===== src/rtl/axis_bc_pkg.sv =====
// Shared constants for the AXI-Stream N-way broadcaster: pointer/level widths
// derived from buffer depth and the statistics counter width.
package axis_bc_pkg;

   localparam int CNT_W = 32;

   function automatic int ptr_w(input int depth);
      return $clog2(depth);
   endfunction

   // One extra bit so the level can represent a completely full buffer.
   function automatic int lvl_w(input int depth);
      return $clog2(depth) + 1;
   endfunction

endpackage


===== src/rtl/axis_bc_fifo.sv =====
// Per-channel buffer for the broadcaster: power-of-two circular FIFO with a
// registered occupancy level; head beat is presented combinationally.
module axis_bc_fifo
   import axis_bc_pkg::*;
#(
   parameter int DATA_W = 32,
   parameter int DEPTH  = 4
)(
   input  logic                     clk,
   input  logic                     rst,
   input  logic                     push,
   input  logic [DATA_W-1:0]        din,
   input  logic                     ready,
   output logic                     valid,
   output logic [DATA_W-1:0]        dout,
   output logic                     full,
   output logic [lvl_w(DEPTH)-1:0]  level
);

   localparam int PTR_W = ptr_w(DEPTH);
   localparam int LVL_W = lvl_w(DEPTH);

   logic [DATA_W-1:0] mem [DEPTH];
   logic [PTR_W-1:0]  wr_ptr;
   logic [PTR_W-1:0]  rd_ptr;
   logic              do_push;
   logic              do_pop;

   assign valid   = (level != '0);
   assign full    = (level == LVL_W'(DEPTH));
   assign do_push = push & ~full;
   assign do_pop  = valid & ready;
   assign dout    = mem[rd_ptr];

   // Pointers wrap naturally because DEPTH is a power of two.
   always_ff @(posedge clk) begin
      if (rst) begin
         wr_ptr <= '0;
         rd_ptr <= '0;
         level  <= '0;
      end else begin
         if (do_push) wr_ptr <= wr_ptr + PTR_W'(1);
         if (do_pop)  rd_ptr <= rd_ptr + PTR_W'(1);
         if (do_push && !do_pop)
            level <= level + LVL_W'(1);
         else if (!do_push && do_pop)
            level <= level - LVL_W'(1);
      end
   end

   always_ff @(posedge clk) begin
      if (do_push) mem[wr_ptr] <= din;
   end

endmodule


===== src/rtl/axis_broadcaster_n.sv =====
// AXI-Stream 1-to-N broadcaster with an independent FIFO per output channel.
// Optional per-channel delivered-beat counters when AXIS_BC_STATS_EN is defined.
module axis_broadcaster_n
   import axis_bc_pkg::*;
#(
   parameter int C_DATA_WIDTH = 32,
   parameter int C_NUM_CH     = 2,
   parameter int C_BUF_DEPTH  = 4
)(
   input  logic                                   i_aclk,
   input  logic                                   i_reset,
   input  logic                                   s_axis_tvalid,
   output logic                                   s_axis_tready,
   input  logic [C_DATA_WIDTH-1:0]                s_axis_tdata,
   input  logic [C_NUM_CH-1:0]                    i_ch_enable,
   output logic [C_NUM_CH-1:0]                    m_axis_tvalid,
   input  logic [C_NUM_CH-1:0]                    m_axis_tready,
   output logic [C_NUM_CH*C_DATA_WIDTH-1:0]       m_axis_tdata,
   output logic [C_NUM_CH*lvl_w(C_BUF_DEPTH)-1:0] o_ch_level
`ifdef AXIS_BC_STATS_EN
   ,
   input  logic                                   i_stats_clear,
   output logic [C_NUM_CH*CNT_W-1:0]              o_beat_count
`endif
);

   localparam int LVL_W = lvl_w(C_BUF_DEPTH);

   logic [C_NUM_CH-1:0] ch_full;
   logic                accept;

   // Handshake: a beat transfers on a rising edge where valid and ready are both
   // high; ready never depends on valid or on downstream ready, only on registered
   // FIFO fullness of the enabled channels, so a channel popping while full still
   // blocks input for that cycle.
   assign s_axis_tready = ~i_reset & ~|(ch_full & i_ch_enable);
   assign accept        = s_axis_tvalid & s_axis_tready;

   for (genvar n = 0; n < C_NUM_CH; n++) begin : g_ch
      axis_bc_fifo #(
         .DATA_W (C_DATA_WIDTH),
         .DEPTH  (C_BUF_DEPTH)
      ) u_fifo (
         .clk   (i_aclk),
         .rst   (i_reset),
         .push  (accept & i_ch_enable[n]),
         .din   (s_axis_tdata),
         .ready (m_axis_tready[n]),
         .valid (m_axis_tvalid[n]),
         .dout  (m_axis_tdata[n*C_DATA_WIDTH +: C_DATA_WIDTH]),
         .full  (ch_full[n]),
         .level (o_ch_level[n*LVL_W +: LVL_W])
      );

`ifdef AXIS_BC_STATS_EN
      logic [CNT_W-1:0] beat_cnt;

      // Clear has priority over a coincident delivery.
      always_ff @(posedge i_aclk) begin
         if (i_reset || i_stats_clear)
            beat_cnt <= '0;
         else if (m_axis_tvalid[n] && m_axis_tready[n])
            beat_cnt <= beat_cnt + CNT_W'(1);
      end

      assign o_beat_count[n*CNT_W +: CNT_W] = beat_cnt;
`endif
   end

endmodule


===== config.mk =====
export PLATFORM = sky130hd
export DESIGN_NAME = axis_broadcaster_n
export DESIGN_NICKNAME = d
export VERILOG_FILES = /design/src/rtl/axis_bc_pkg.sv /design/src/rtl/axis_bc_fifo.sv /design/src/rtl/axis_broadcaster_n.sv
export SDC_FILE = /design/constraint.sdc
export NUM_CORES = 1
export LEC_CHECK = 0
export CAP_MARGIN = 30
export CORE_UTILIZATION = 35
export DETAILED_ROUTE_END_ITERATION = 8
export SLEW_MARGIN = 20
export SYNTH_ARGS = -nofsm -noshare
export SYNTH_HDL_FRONTEND = slang
export SYNTH_HIERARCHICAL = 1
export SYNTH_SLANG_ARGS = --single-unit

===== constraint.sdc =====
create_clock -name i_aclk -period 7.6 [get_ports i_aclk]
set_input_delay 1.52 -clock i_aclk [delete_from_list [all_inputs] [get_ports i_aclk]]
set_output_delay 1.52 -clock i_aclk [all_outputs]
set_load 0.02 [all_outputs]

Word-level counts from Yosys, hierarchy flattened
Memory sizes are Yosys's and may differ from the RTL's. A register that Yosys moved wholly into a read port is not among the register bits.
Cells that the tools add are included.
- word-level logic and storage cells: 56
- RAM bits: 256
- memories: 2
- flip-flop bits (word level): 14
- input bits: 39
- eq/ne operators: 2
- mux-type cells: 12
- reduce and logical (&&, ||, !) cells: 14
- bitwise gates (word level): 12
- add/sub/neg operators: 8
- memory list (memory ; depth ; bits a word ; read ports ; clocked after Yosys merged registers in ; wr ports ; RTL line ; source):
    g_ch[0].u_fifo.mem ; 4 ; 32 ; 1 ; 1 ; 1 ; axis_bc_fifo.sv:23 ; logic [DATA_W-1:0] mem [DEPTH];
    g_ch[1].u_fifo.mem ; 4 ; 32 ; 1 ; 1 ; 1 ; axis_bc_fifo.sv:23 ;
- operators with widths (kind ; number):
    3-bit 2-to-1 mux ; 4
    2-bit by 1-bit adder with 2-bit output, second input constant ; 4
    1-bit bitwise AND ; 8
    2-bit 2-to-1 mux ; 4
    3-bit by 1-bit adder with 3-bit output, second input constant ; 2
    3-bit == test, second input constant ; 2
    3-bit nonzero test ; 2
    3-bit by 1-bit subtractor with 3-bit output, second input constant ; 2
    1-bit logical NOT ; 5
    1-bit logical AND ; 4
    1-bit 2-to-1 mux ; 4
    2-bit nonzero test ; 2
    1-bit inverter ; 3
    2-bit bitwise AND ; 1
    2-bit OR reduction ; 1

Longest topological paths before layout
Gate-level depths: netlist of the first run.
- depth in word-level cells: 12
- mapped depth: 10
- mapped depth without buffers: 10

Cells and area by module
Netlist of the first run, hierarchy kept.
- modules (own cells, without submodules) (module ; times used ; area each (µm²) ; cells an instance):
    axis_bc_fifo ; 2 ; 5133.7 ; 215
    axis_broadcaster_n ; 1 ; 52.6 ; 6

Worst setup path after synthesis of the first run
OpenSTA, ideal clock, no wires.
- kind: input port to output port
- from: input i_ch_enable[0]
- to: output s_axis_tready
- arrival time: 2.132 ns
- path slack: 3.948 ns
- path buffers: 0
- required time: 6.080 ns
- cell stages on the path: 1
- cell sequence: a221oi_1
- cells in the longest elaborated chain, start to end: 4
- ends and longest elaborated chain (element ; RTL line ; source):
    from (decl) ; axis_broadcaster_n.sv:15 ; input logic [C_NUM_CH-1:0] i_ch_enable,
    2-bit bitwise AND ; axis_broadcaster_n.sv:36 ; assign s_axis_tready = ~i_reset & ~|(ch_full & i_ch_enable);
    2-bit OR reduction ; axis_broadcaster_n.sv:36 ;
    1-bit logical NOT ; axis_broadcaster_n.sv:36 ;
    1-bit bitwise AND ; axis_broadcaster_n.sv:36 ;
    to (decl) ; axis_broadcaster_n.sv:13 ; output logic s_axis_tready,
No other way between the ends.

Worst setup path after layout of the first run
- from: input i_reset
- to: output s_axis_tready
- cells in the longest elaborated chain, start to end: 2
- ends and longest elaborated chain (element ; RTL line ; source):
    from (decl) ; axis_broadcaster_n.sv:11 ; input logic i_reset,
    1-bit inverter ; axis_broadcaster_n.sv:36 ;
    1-bit bitwise AND ; axis_broadcaster_n.sv:36 ;
No other way between the ends.

==> out/qor.csv, run 1 <==
stage,metric,value,unit
synth,synth_area_leader_cell,edfxtp_1,
synth,synth-simple-area-share,0.01952,
clock_tree,clock_latency,0.53,ns
detailed_routing,drc,0,
die,io_pins,112,
clock_tree,cts_made_buffers,27,
clock_tree,cts_buffer_depth,3,
detailed_routing,drt-wirelength-per-cell,20.08,um
detailed_routing,vias_per_cell,4.805,
cells_and_area,layout.cells.non_filler,971,
timing,tightest_slew,0.8975,ns
clock_tree,ctsHtreeMaxLevel,1,
die,die_w,173.7,um
status,status,"finished, final reports clean",
critical_path,crit_type,primary input to output pin,
detailed_routing,drt_iter0_drc,447,
cells_and_area,area_growth,22.85,%
synth,synth_top_family_by_area,multiplexers,
timing,rsz0062_at_grt,false,
global_route,antenna_found_initial,0,
synth,ys_seq_elements,274,
worst_hold_path,min_path_type,flop to flop,
timing,layout_setup_ws,2.653,ns
cells_and_area,nFillCells,2479,
global_route,grt_use_total,0.1300,
critical_path,cp-start-kind,primary input,
detailed_routing,ant_nets,0,
clock_tree,clockRootBuffer,clkbuf_16,
power_and_ir_drop,irDropWorstVdd,0.2589,mV
critical_path,end_kind,output pin,
timing,drv_slew,0,
synth,async_flop_share,0,
clock_tree,cts_setup_buffers,0,
cells_and_area,final_area,12680,um^2
global_route,overflow,0,
timing,finalClockSkew,0.01506,ns
power_and_ir_drop,leakage,3.963,nW
detailed_routing,vias,4666,
cells_and_area,layout-drive-gt1-share,0.2044,
synth,synthMuxAreaShare,0.1450,
synth,synth_flop_cell,edfxtp_1,
synth,synth_edf_count,256,
clock_tree,clk_pin_slew_worst_paths,0.06,ns
critical_path,reg2regPathDepth,10,
place,post-place-ws,2.596,ns
detailed_routing,wirelength,19.49,mm
clock_tree,cts_sinks,274,
place,gp_congestion,0.6757,
synth,ys_seq_area_frac,0.7798,
synth,synth_most_common_cell,edfxtp_1,
synth,synth_common_cells,"256 x edfxtp_1, 60 x mux4_2, 18 x dfxtp_1",
cells_and_area,diodes,0,
global_route,grt_pass1_wl,29.94,mm
clock_tree,cts_tree,built,
synth,synth_xor_area_frac,0.006790,
power_and_ir_drop,totalPowerFinal,3.916,mW
worst_hold_path,whs_path_depth,2,
synth,synth_fp_nets,487,
timing,finalSetupTns,0,ns
detailed_routing,first_pass_iters,4,
die,dieArea,30180,um^2
die,fp.coreArea,28860,um^2
synth,netlist_instances,436,
timing,timing.final.hold_violations,0,
place,portBuffers,111,
synth,yosys.area_share.adder,0.01600,
synth,yosys-top-cells-area,"edfxtp_1 74%, mux4_2 13%, dfxtp_1 3.5%",
critical_path,required,6.08,ns
timing,fmax,0.2021,GHz
synth,synth_top_area_share,0.7449,
timing,setup_viol,0,
global_route,grt_max_degree,33,
timing,fin_crit_sh,0.6510,
die,start_util,0.3576,
cells_and_area,fin_nets,619,
global_route,grt_pass1_vias,4977,
clock_tree,hold_buffers,0,
synth,avgSynthCellArea,23.67,um^2
die,rows,62,
die,dieHeight,173.7,um
synth,synth_compound_area_frac,0.01176,
critical_path,cp.arrival,3.43,ns
synth,synth-warning-count,6,
job,drv_cap,0,
timing,slew_headroom,0.4017,
timing,layout_min_cycle_time,4.947,ns
synth,syn_area,10320,um^2
place,placed_area,11760,um^2
place,dpl.hpwl,11.67,mm
synth,ys_types,24,
place,place_inst,917,
power_and_ir_drop,power_density,308.9,nW/um^2
clock_tree,cts_resized,0,
critical_path,cp_max_fo,20,
[power by group]
group          switching, mW  internal, mW  leakage (nW)
clock                  0.515         0.651         0.380
combinational          0.482         0.497          1.12
sequential            0.0586          1.71          2.46
total                   1.06          2.86          3.96
[placed cells by master, fill, tap and decap left out, types with 8 or more instances in the layout]
| cell | synthesis | layout |
|---|---|---|
| edfxtp_1 | 256 | 256 |
| clkdlybuf4s50_1 | 0 | 111 |
| mux4_2 | 60 | 60 |
| clkbuf_16 | 0 | 27 |
| dfxtp_1 | 18 | 14 |
| nor2_1 | 12 | 12 |
| inv_1 | 10 | 10 |
| ha_1 | 10 | 10 |
| clkbuf_1 | 2 | 8 |
| and2_2 | 0 | 8 |
| xor2_1 | 8 | 8 |
[worst max-delay path: stages]
cell and delay (ns):
clkdlybuf4s50_1 0.73, a221oi_1 0.48, clkdlybuf4s50_1 0.69
[layer usage]
layer	GRT usage	share of wire	vias to the layer above
met5	0	0	-
met4	0.02887	0.018	0
met3	0.02741	0.051	33
met2	0.2197	0.50	114
met1	0.1728	0.43	2444
li1	-	-	2075
[layout make-up]
type,instances,area [um^2],area share
Sequential cell,274,8053,0.6352
Tap cell,384,480.5,0.03790
Clock inverter,13,61.31,0.004836
Clock buffer,35,705.7,0.05566
Inverter,10,37.54,0.002961
Multi-Input combinational cell,136,2064,0.1628
Timing Repair Buffer,119,1276,0.1007
[stage by stage]
step                hold slack [ns]    util
global placement             0.4946  0.4076
floorplan                    0.4818       -
detailed placement           0.5172  0.4076
global route                 0.5621  0.4393
CTS                          0.5349  0.4341
finish                       0.5256  0.4393
[state kept, by name (all words and copies together) (netlist names), named ones only]
register,flops
g_ch.u_fifo/mem,256
g_ch.u_fifo/rd_ptr,4
g_ch.u_fifo/wr_ptr,4
g_ch.u_fifo/level,6
[cell families (layout without fill, tap and decap cells)]
logic type	Yosys count	count (layout)
AOI/OAI and AO/OA	15	15
xor gates and xnor gates	8	8
adders and majority gates	12	12
buffers and inverters	26	177
DFF	274	274
muxes	68	68
and+or+nand+nor	33	33
[worst paths after layout]
| path | start | end | slack (ns) |
|---|---|---|---|
| worst max register to register | g_ch[1].u_fifo/level[0] | g_ch[0].u_fifo/level[2] | 4.65 |
| worst max-delay path | i_reset | s_axis_tready | 2.65 |
| worst min register to register | g_ch[0].u_fifo/rd_ptr[1] | g_ch[0].u_fifo/rd_ptr[1] | 0.53 |
| worst min-delay path | g_ch[0].u_fifo/rd_ptr[1] | g_ch[0].u_fifo/rd_ptr[1] | 0.53 |
Power figures use the tool's default switching activity.
==> run 2, diff against run 1 <==
==> constraint.sdc (replaced) <==
create_clock -name i_aclk -period 4 [get_ports i_aclk]
set_input_delay 0.8 -clock i_aclk [delete_from_list [all_inputs] [get_ports i_aclk]]
set_output_delay 0.8 -clock i_aclk [all_outputs]
set_load 0.02 [all_outputs]
==> out/qor.csv, run 2 (same netlist as run 1, synthesis figures left out) <==
stage,metric,value,unit
detailed_routing,ant_nets,0,
critical_path,crit_type,flop to output pin,
die,dieArea,30180,um^2
timing,fin_crit_sh,0.8695,
power_and_ir_drop,leakage,4.092,nW
clock_tree,clk_pin_slew_worst_paths,0.06,ns
timing,hold_slack,0.5153,ns
job,drv_cap,0,
clock_tree,ctsHtreeMaxLevel,1,
place,place_inst,931,
timing,finalSetupTns,0,ns
detailed_routing,met3RoutedLength,1.030,mm
critical_path,endpoint,m_axis_tdata[33],
timing,slew_headroom,0.3972,
detailed_routing,wirelength,19.95,mm
detailed_routing,drt_iter0_drc,282,
timing,setup_viol,0,
clock_tree,cts_tree,built,
global_route,grt_pass1_vias,5070,
timing,rsz0062_at_grt,false,
critical_path,reg2reg_setup_slack,1.15,ns
critical_path,required,3.20,ns
critical_path,cp-start-kind,flop,
clock_tree,cts_setup_buffers,0,
status,status,"finished, final reports clean",
cells_and_area,regMostFlops,g_ch.u_fifo/mem,
die,io_pins,112,
die,rows,62,
cells_and_area,layout-drive-gt1-share,0.2287,
detailed_routing,first_pass_iters,4,
critical_path,end_kind,output pin,
place,portBuffers,111,
global_route,overflow,0,
detailed_routing,routed.top_layer,met5,
detailed_routing,met2_length,10.18,mm
critical_path,cp_max_fo,17,
clock_tree,hold_buffers,0,
timing,finalClockSkew,0.008601,ns
critical_path,r2r_end,g_ch[0].u_fifo/level[2],
cells_and_area,largest_reg_flops,256,
global_route,grt_pass1_wl,30.94,mm
timing,layout_min_cycle_time,3.478,ns
detailed_routing,vias,4744,
clock_tree,cts_sinks,274,
timing,drv_slew,0,
critical_path,reg2regPathDepth,10,
cells_and_area,area_growth,25.59,%
die,fp.coreArea,28860,um^2
place,gp_congestion,0.6892,
timing,tightest_slew,0.9042,ns
worst_hold_path,min_path_type,flop to flop,
detailed_routing,vias_per_cell,4.821,
clock_tree,clockRootBuffer,clkbuf_16,
die,dieHeight,173.7,um
die,die_w,173.7,um
detailed_routing,wl_met1,8.363,mm
clock_tree,cts_buffer_depth,3,
power_and_ir_drop,power_density,614.4,nW/um^2
cells_and_area,reg.largest.list,"g_ch.u_fifo/mem (256), g_ch.u_fifo/level (6)",
clock_tree,clock_latency,0.53,ns
detailed_routing,drc,0,
global_route,antenna_found_initial,2,
cells_and_area,layout.cells.non_filler,984,
die,start_util,0.3576,
clock_tree,cts_made_buffers,29,
detailed_routing,drt-wirelength-per-cell,20.27,um
global_route,grt_max_degree,33,
cells_and_area,final_common_cell,edfxtp_1,
power_and_ir_drop,irDropWorstVdd,0.3091,mV
clock_tree,cts_resized,0,
timing,timing.final.hold_violations,0,
cells_and_area,layout_common_cells,"256 x edfxtp_1, 111 x clkdlybuf4s50_1, 60 x mux4_2, 29 x clkbuf_16, 14 x dfxtp_1",
place,dpl.hpwl,12.66,mm
timing,fmax,0.2875,GHz
global_route,grt_use_total,0.1358,
critical_path,cp.arrival,2.68,ns
cells_and_area,fin_nets,629,
critical_path,r2r-start,g_ch[1].u_fifo/level[0],
[run 2: metrics by stage]
step | worst slack [ns] | util | area [um^2] | total power [mW]
final | 0.5219 | 0.4491 | 12960 | 7.963
after floorplan | 1.116 | - | 10320 | 4.625
after global placement | 0.4786 | 0.4155 | 11990 | 5.352
after global routing | 0.3769 | 0.4491 | 12960 | 8.269
after detailed placement | 0.4319 | 0.4155 | 11990 | 5.377
after CTS | 0.4319 | 0.4491 | 12960 | 8.085
[run 2: critical path, cell delays in order, from the launching register on]
cell,delay [ns]
dfxtp_2,0.77
buf_12,0.26
mux4_2,0.54
clkdlybuf4s50_1,0.56
[run 2: how the worst min path moves through the flow]
stage	start	end	slack, ns	cells past startpoint
6_report	g_ch[0].u_fifo/wr_ptr[1]	g_ch[0].u_fifo/wr_ptr[1]	0.52	2
2_1_floorplan	g_ch[0].u_fifo/wr_ptr[1]	g_ch[0].u_fifo/wr_ptr[1]	0.48	2
3_5_place_dp	g_ch[1].u_fifo/rd_ptr[0]	g_ch[1].u_fifo/rd_ptr[0]	0.52	2
4_1_cts	g_ch[0].u_fifo/wr_ptr[1]	g_ch[0].u_fifo/wr_ptr[1]	0.53	2
3_3_place_gp	g_ch[0].u_fifo/wr_ptr[1]	g_ch[0].u_fifo/wr_ptr[1]	0.49	2
5_1_grt	g_ch[0].u_fifo/wr_ptr[1]	g_ch[0].u_fifo/wr_ptr[1]	0.56	2
[run 2: layer usage]
layer	vias to the layer above	GRT usage
li1	2108	-
met1	2477	0.1757
met2	127	0.2359
met3	30	0.02654
met4	2	0.03180
met5	-	0
[run 2: power by group]
part	leakage, nW	switching (mW)	internal, mW	total (mW)
Combinational	1.17	0.837	0.977	1.81
Sequential	2.46	0.203	3.26	3.46
Clock	0.468	1.04	1.65	2.69
Total	4.09	2.08	5.88	7.96
[run 2: layout make-up]
class | count | area (um^2)
flip-flops and latches | 274 | 8053
fillers | 2471 | 15900
clock inverters | 16 | 215.2
clock buffers | 36 | 752.0
diodes | 1 | 2.502
well taps | 384 | 480.5
inverters | 10 | 37.54
multi-input cells | 136 | 2064
repair buffers | 127 | 1356
==> run 3, diff against run 2 <==
--- a/config.mk
+++ b/config.mk
@@ -6,7 +6,7 @@
 export NUM_CORES = 1
 export LEC_CHECK = 0
 export CAP_MARGIN = 30
-export CORE_UTILIZATION = 35
+export CORE_UTILIZATION = 40
 export DETAILED_ROUTE_END_ITERATION = 8
 export SLEW_MARGIN = 20
 export SYNTH_ARGS = -nofsm -noshare
==> out/qor.csv, run 3 (same netlist as run 1, synthesis figures left out) <==
stage,metric,value,unit
status,status,"finished, final reports clean",
timing,rsz0062_at_grt,false,
cells_and_area,regArea,8053,um^2
critical_path,end_kind,output pin,
critical_path,cp_max_fo,18,
clock_tree,ctsHtreeMaxLevel,1,
cells_and_area,utilization,0.5068,
global_route,grt_pass1_wl,29.28,mm
clock_tree,cts_sinks,274,
power_and_ir_drop,irDropWorstVdd,0.3277,mV
clock_tree,cts_buffer_depth,3,
timing,hold_slack,0.5328,ns
critical_path,required,3.20,ns
cells_and_area,multiInputGateArea,2064,um^2
clock_tree,cts_setup_buffers,0,
place,portBuffers,111,
job,drv_cap,0,
cells_and_area,layout_common_cells,"256 x edfxtp_1, 111 x clkdlybuf4s50_1, 60 x mux4_2, 29 x clkbuf_16, 14 x dfxtp_1",
detailed_routing,vias_per_cell,4.997,
critical_path,crit_type,flop to output pin,
clock_tree,cts_tree,built,
timing,fmax,0.2879,GHz
cells_and_area,area_growth,24.02,%
die,dieArea,26450,um^2
cells_and_area,reg.largest.list,"g_ch.u_fifo/mem (256), g_ch.u_fifo/level (6)",
detailed_routing,drt-wirelength-per-cell,20.22,um
timing,drv_slew,0,
die,die_w,162.6,um
die,dieHeight,162.6,um
detailed_routing,vias,4627,
cells_and_area,fin_nets,625,
power_and_ir_drop,leakage,4.053,nW
timing,setup_viol,0,
timing,tightest_slew,0.8859,ns
global_route,grt_use_total,0.1472,
timing,layout_min_cycle_time,3.473,ns
clock_tree,cts_made_buffers,28,
global_route,antenna_found_initial,1,
timing,finalClockSkew,0.007406,ns
critical_path,cp.arrival,2.67,ns
clock_tree,clockRootBuffer,clkbuf_16,
cells_and_area,layout-drive-gt1-share,0.2148,
global_route,overflow,0,
detailed_routing,ant_nets,0,
die,start_util,0.4086,
cells_and_area,diodes,0,
place,dpl.hpwl,11.71,mm
cells_and_area,largest_reg_flops,256,
power_and_ir_drop,totalPowerFinal,7.778,mW
place,placed_area,11880,um^2
detailed_routing,drc,0,
global_route,grt_max_degree,33,
die,rows,58,
cells_and_area,regMostFlops,g_ch.u_fifo/mem,
worst_hold_path,min_path_type,flop to flop,
timing,timing.final.hold_violations,0,
clock_tree,cts_resized,0,
detailed_routing,wirelength,18.73,mm
cells_and_area,final_area,12800,um^2
clock_tree,clk_pin_slew_worst_paths,0.06,ns
clock_tree,clock_latency,0.52,ns
global_route,grt_pass1_vias,5071,
timing,finalSetupTns,0,ns
cells_and_area,nFillCells,2012,
die,fp.coreArea,25250,um^2
place,gp_congestion,0.6961,
power_and_ir_drop,power_density,607.7,nW/um^2
die,io_pins,112,
timing,slew_headroom,0.4094,
cells_and_area,final_common_cell,edfxtp_1,
detailed_routing,first_pass_iters,4,
clock_tree,hold_buffers,0,
detailed_routing,drt_iter0_drc,253,
timing,fin_crit_sh,0.8683,
critical_path,cp-start-kind,flop,
-- run 3: critical path, cell delays in order (launching register included) --
cell	delay, ns
dfxtp_2	0.70
buf_12	0.28
mux4_2	0.58
clkdlybuf4s50_1	0.57
-- run 3: area by class of cell --
type                            count  area share
Clock buffer                       36     0.05875
Clock inverter                     16     0.01330
Inverter                           10    0.002933
Multi-Input combinational cell    136      0.1613
Sequential cell                   274      0.6292
Tap cell                          330     0.03226
Timing Repair Buffer              124      0.1023
-- run 3: routing by layer --
layer / part of all wire / wire length [um] / track usage
met5: 0.00069 / 13 / 0
met4: 0.015 / 273 / 0.03483
met1: 0.45 / 8373 / 0.2019
met2: 0.49 / 9181 / 0.2446
met3: 0.047 / 887 / 0.02750
-- run 3: path summary, 6_finish.rpt --
kind | end | startpoint | slack, ns | cells past startpoint
setup reg to reg | g_ch[1].u_fifo/level[2] | g_ch[0].u_fifo/level[0] | 1.15 | 10
hold reg to reg | g_ch[0].u_fifo/wr_ptr[1] | g_ch[0].u_fifo/wr_ptr[1] | 0.53 | 2
setup / recovery | m_axis_tdata[22] | flop | 0.53 | 3
hold / removal | g_ch[0].u_fifo/wr_ptr[1] | g_ch[0].u_fifo/wr_ptr[1] | 0.53 | 2
-- run 3: power by group --
group | switching, mW | leakage [nW] | internal (mW)
logic | 0.842 | 1.14 | 0.954
registers | 0.176 | 2.46 | 3.26
clock network | 0.975 | 0.450 | 1.57
total | 1.99 | 4.05 | 5.78
-- run 3: per-stage QoR --
step / cells / worst slack, ns
floorplan: 436 / 1.116
global placement: 874 / 0.4965
detailed placement: 874 / 0.4075
CTS: 926 / 0.4504
global route: 926 / 0.3882
finish: 926 / 0.5270
